$ cat config.mk
export PLATFORM = sky130hd
export DESIGN_NAME = cmp_rom_arbiter
export DESIGN_NICKNAME = d
export VERILOG_FILES = /design/src/rtl/cmp_rom_arbiter.sv
export SDC_FILE = /design/constraint.sdc
export NUM_CORES = 1
export LEC_CHECK = 0
export ABC_AREA = 1
export CORE_MARGIN = 2
export CORE_UTILIZATION = 60
export DETAILED_ROUTE_END_ITERATION = 8
export DONT_BUFFER_PORTS = 1
export PLACE_DENSITY = 0.78
export SYNTH_ARGS = -nofsm -noshare
export SYNTH_HDL_FRONTEND = slang
export SYNTH_SLANG_ARGS = --single-unit
$ cat constraint.sdc
create_clock -name clk -period 2.85 [get_ports clk]
set_clock_uncertainty 0.1 [all_clocks]
set_input_delay 0.57 -clock clk [delete_from_list [all_inputs] [get_ports clk]]
set_output_delay 0.57 -clock clk [all_outputs]
set_load 0.1 [all_outputs]
$ cat src/rtl/cmp_rom_arbiter.sv
// Arbitrated front end for one shared 2-bit magnitude-compare lookup table.
// Define CMP_ROUND_ROBIN_EN for round-robin grants; otherwise the lowest index wins.
module cmp_rom_arbiter #(
    parameter int NREQ = 4,
    parameter int IDW  = 2
) (
    input  logic              clk,
    input  logic              rst_n,
    input  logic [NREQ-1:0]   req_valid,
    input  logic [2*NREQ-1:0] req_a,
    input  logic [2*NREQ-1:0] req_b,
    output logic [NREQ-1:0]   req_ready,
    output logic              rsp_valid,
    input  logic              rsp_ready,
    output logic [IDW-1:0]    rsp_id,
    output logic              rsp_lt,
    output logic              rsp_gt,
    output logic              rsp_eq,
    output logic              err
);

    typedef enum logic [1:0] {
        IDLE = 2'd0,
        READ = 2'd1,
        RESP = 2'd2
    } state_t;

    state_t           state_reg;
    logic [3:0]       addr_reg;
    logic [IDW-1:0]   id_reg;
    logic [2:0]       table_rom [16];
    logic [2:0]       rom_data;
    logic             rom_onehot;
    logic             any_valid;
    logic [IDW-1:0]   win;

    // Table word {lt,gt,eq} for address {b,a}, built entirely at elaboration.
    genvar gi;
    generate
        for (gi = 0; gi < 16; gi++) begin : g_table
            localparam int TA = gi % 4;
            localparam int TB = gi / 4;
            assign table_rom[gi] = {(TA < TB), (TA > TB), (TA == TB)};
        end
    endgenerate

    assign rom_data   = table_rom[addr_reg];
    assign rom_onehot = (rom_data == 3'b100) || (rom_data == 3'b010) || (rom_data == 3'b001);

`ifdef CMP_ROUND_ROBIN_EN
    logic [IDW-1:0] ptr_reg;

    // Search begins at ptr and wraps; the first valid requester found wins.
    always_comb begin
        int idx;
        any_valid = 1'b0;
        win       = '0;
        idx       = 0;
        for (int k = 0; k < NREQ; k++) begin
            idx = int'(ptr_reg) + k;
            if (idx >= NREQ) begin
                idx = idx - NREQ;
            end
            if (!any_valid && req_valid[idx]) begin
                any_valid = 1'b1;
                win       = IDW'(idx);
            end
        end
    end

    always_ff @(posedge clk or negedge rst_n) begin
        if (!rst_n) begin
            ptr_reg <= '0;
        end else if (state_reg == IDLE && any_valid) begin
            if (win == IDW'(NREQ - 1)) begin
                ptr_reg <= '0;
            end else begin
                ptr_reg <= win + 1'b1;
            end
        end
    end
`else
    always_comb begin
        any_valid = 1'b0;
        win       = '0;
        for (int k = 0; k < NREQ; k++) begin
            if (!any_valid && req_valid[k]) begin
                any_valid = 1'b1;
                win       = IDW'(k);
            end
        end
    end
`endif

    // Grant only the winner, only in IDLE, and never while reset is held.
    generate
        for (gi = 0; gi < NREQ; gi++) begin : g_ready
            assign req_ready[gi] = rst_n && (state_reg == IDLE) && any_valid && (win == IDW'(gi));
        end
    endgenerate

    always_ff @(posedge clk or negedge rst_n) begin
        if (!rst_n) begin
            state_reg <= IDLE;
            addr_reg  <= '0;
            id_reg    <= '0;
            rsp_valid <= 1'b0;
            rsp_id    <= '0;
            rsp_lt    <= 1'b0;
            rsp_gt    <= 1'b0;
            rsp_eq    <= 1'b0;
            err       <= 1'b0;
        end else begin
            case (state_reg)
                IDLE: begin
                    if (any_valid) begin
                        addr_reg  <= {req_b[2*int'(win) +: 2], req_a[2*int'(win) +: 2]};
                        id_reg    <= win;
                        state_reg <= READ;
                    end
                end
                READ: begin
                    {rsp_lt, rsp_gt, rsp_eq} <= rom_data;
                    rsp_id    <= id_reg;
                    rsp_valid <= 1'b1;
                    if (!rom_onehot) begin
                        err <= 1'b1;
                    end
                    state_reg <= RESP;
                end
                RESP: begin
                    // Completing the handshake always passes through IDLE before the next accept.
                    if (rsp_ready) begin
                        rsp_valid <= 1'b0;
                        state_reg <= IDLE;
                    end
                end
                default: begin
                    state_reg <= IDLE;
                end
            endcase
        end
    end

endmodule

==> metrics.cfg <==
[status]
outcome=finished clean

[global_route]
grt_antenna_before_repair=0
grt_use_total=0.192
grt_pass1_wl_microns=2720
grt_max_degree=16
overflow=0
grt_pass1_vias=686

[setup_path]
worst-path-stages=6
critPathMaxStageDelay_ps=440
critPathKind=reg -> out
startpoint_type=flop
critical_path_buf_inv_count=2
worstRegToRegCells=2
cp_top_family=flip-flops
cp_slowest_cell=dfrtp_1
cp_max_fo=10
cp_cell_sequence=nor2_4, inv_2, a31oi_4, nand2_4, nor3_4, buf_4
worst_ep_required_time_ps=2180
end_kind=output port
worstPathArrival_ps=1760

[yosys]
syn_inst=125
synthFlopType=dfrtp_1
synthSimpleGateAreaFrac=0.352
syn_area_per_cell_sq_um=7.37
yosysMostFrequentCell=nand2_1
synthAdderAreaFrac=0
synth_top_area_frac=0.408
synth_seq_cells=15
synth_top_family_by_area=simple AND/OR/NAND/NOR gates
yosysTopAreaCell=dfrtp_1
synth_area_sq_um=921
async_flop_share=1.00
synth_cell_type_count=21
synth_compound_area_frac=0.103
syn_nets=148
yosys_warnings=0
synth_mux_area_frac=0
synth_common_cells=35 x nand2_1, 27 x inv_1, 18 x nand3_1, 15 x dfrtp_1, 6 x o21ai_0
synth-xor-area-share=0
yosysSeqAreaShare=0.408
synth.area.top_cells=dfrtp_1 41%, nand2_1 14%, inv_1 11%
synth-edff-count=0

[sta]
final_max_slew_viol_count=0
setup_violations=0
period_share=0.853
finalHoldViolCount=0
rsz0062_at_grt=no
period_minus_slack_ps=2430
fmaxAchievable_ghz=0.411
worst_pin_slew_ps=899
holdWs_ps=289
slew_headroom=0.401

[clock_tree]
cts_sinks=15
cts_tree=done
clock_latency_ps=270
root_buffer=clkbuf_4
clockBufferDepth=2
clk_pin_slew_ps=80
cts_made_buffers=3
cts_resized=0
htreeDepth=1

[pwr]
cellInternalPower_uw=479
pwr-share-comb=0.331
leakagePower_nw=0.584
p_switching_uw=623
pwr-share-seq=0.565
ir_drop_mv=0.599
powerDensity_nw_per_um2=1080
power.total_mw=1.10
p_clk_frac=0.104
sw_frac_of_total=0.565

[die]
start_util=0.626
rows=14
io_pins=34
fp.dieH_microns=43.2
die_area_sq_um=1860
core_sq_um=1470
die_w_microns=43.2

[detailed_routing]
dr_wl_met2_microns=788
firstDrtPassIters=4
m1WireLength_microns=664
via_count=783
drc=0
initialDrtViolationCount=4
drt_wl_total_microns=1610
route.met3.wl_microns=116
postRouteAntennaNets=0
wl_per_cell_microns=10.8
vias_per_cell=5.26
top_layer=met4

[placement]
placed_cell_area_sq_um=982
dpl.hpwl_microns=1280
portBuffers=0
gp_congestion=0.784

[layout]
final_util=0.692
final_area_sq_um=1020
area_growth_pct=10.6
insertedDiodeCount=0
final_nets=157
seq_area_sq_um=375
multi_input_area_sq_um=434
nFillCells=131
largest_reg_flops=4
drive_gt1_frac=0.188

[job]
drv_cap=0

[worst_hold_path]
hold_class=in -> reg
hold_depth=1

==> cells by family after synthesis <==
group | after synthesis
and+or+nand+nor | 65
DFF | 15
buffers and inverters | 33
AOI/OAI and AO/OA | 12
==> metal layers <==
metal | up-vias | global-route usage
li1 | 399 | -
met2 | 36 | 0.328
met5 | - | 0
met3 | 4 | 0.0255
met4 | 0 | 0.109
met1 | 344 | 0.227
==> final timing paths <==
kind / startpoint / slack (ps) / to
setup / recovery: state_reg[1] / 420 / req_ready[0]
hold / removal: rsp_ready / 290 / state_reg[1]
setup reg to reg: rsp_valid / 1460 / rsp_valid
hold reg to reg: addr_reg[3] / 380 / addr_reg[3]
max in group asynchronous: rst_n / 1590 / addr_reg[3]
min in group asynchronous: rst_n / 650 / rsp_id[0]
==> placed cells by master, fill, tap and decap left out <==
| cell | count |
|---|---|
| inv_4 | 1 |
| o21ai_0 | 6 |
| nor2_1 | 1 |
| clkbuf_4 | 3 |
| o22ai_1 | 1 |
| a22oi_2 | 1 |
| dlygate4sd3_1 | 1 |
| dfrtp_1 | 15 |
| buf_4 | 4 |
| a31oi_4 | 1 |
| nor2_4 | 2 |
| nand4_1 | 1 |
| nor3_4 | 2 |
| nor2_2 | 2 |
| o21ai_2 | 1 |
| nand2_4 | 3 |
| clkbuf_1 | 1 |
| inv_2 | 4 |
| nand2_1 | 35 |
| inv_1 | 27 |
| o2bb2ai_1 | 1 |
| nand3_1 | 18 |
| o31ai_1 | 1 |
| nand2_2 | 1 |
==> power by group through the flow <==
stage,registers (mW),logic (mW),clock network [mW]
global route,0.635,0.415,0.128
finish,0.623,0.365,0.115
detailed placement,0.630,0.363,0
CTS,0.626,0.370,0.121
floorplan,0.615,0.306,0
global placement,0.626,0.354,0
==> per-stage QoR <==
step / cells / setup TNS, ps / setup slack, ps
6_report: 149 / 0 / 419
5_1_grt: 149 / 0 / 298
4_1_cts: 149 / 0 / 389
3_5_place_dp: 144 / 0 / 630
3_3_place_gp: 144 / 0 / 651
2_1_floorplan: 125 / -53.7 / -26.9
==> area by class of cell <==
class,instances,area share
Clock buffer,4,0.0258
Sequential cell,15,0.369
Multi-Input combinational cell,77,0.426
Inverter,32,0.120
Tap cell,16,0.0197
Timing Repair Buffer,5,0.0393
==> what timing repair did <==
action | in CTS | in global routing
setup buffers | 0 | 0
hold endpoints to repair | 15 | 0
hold buffers | 1 | 0
(Power assumes the default switching activity.)
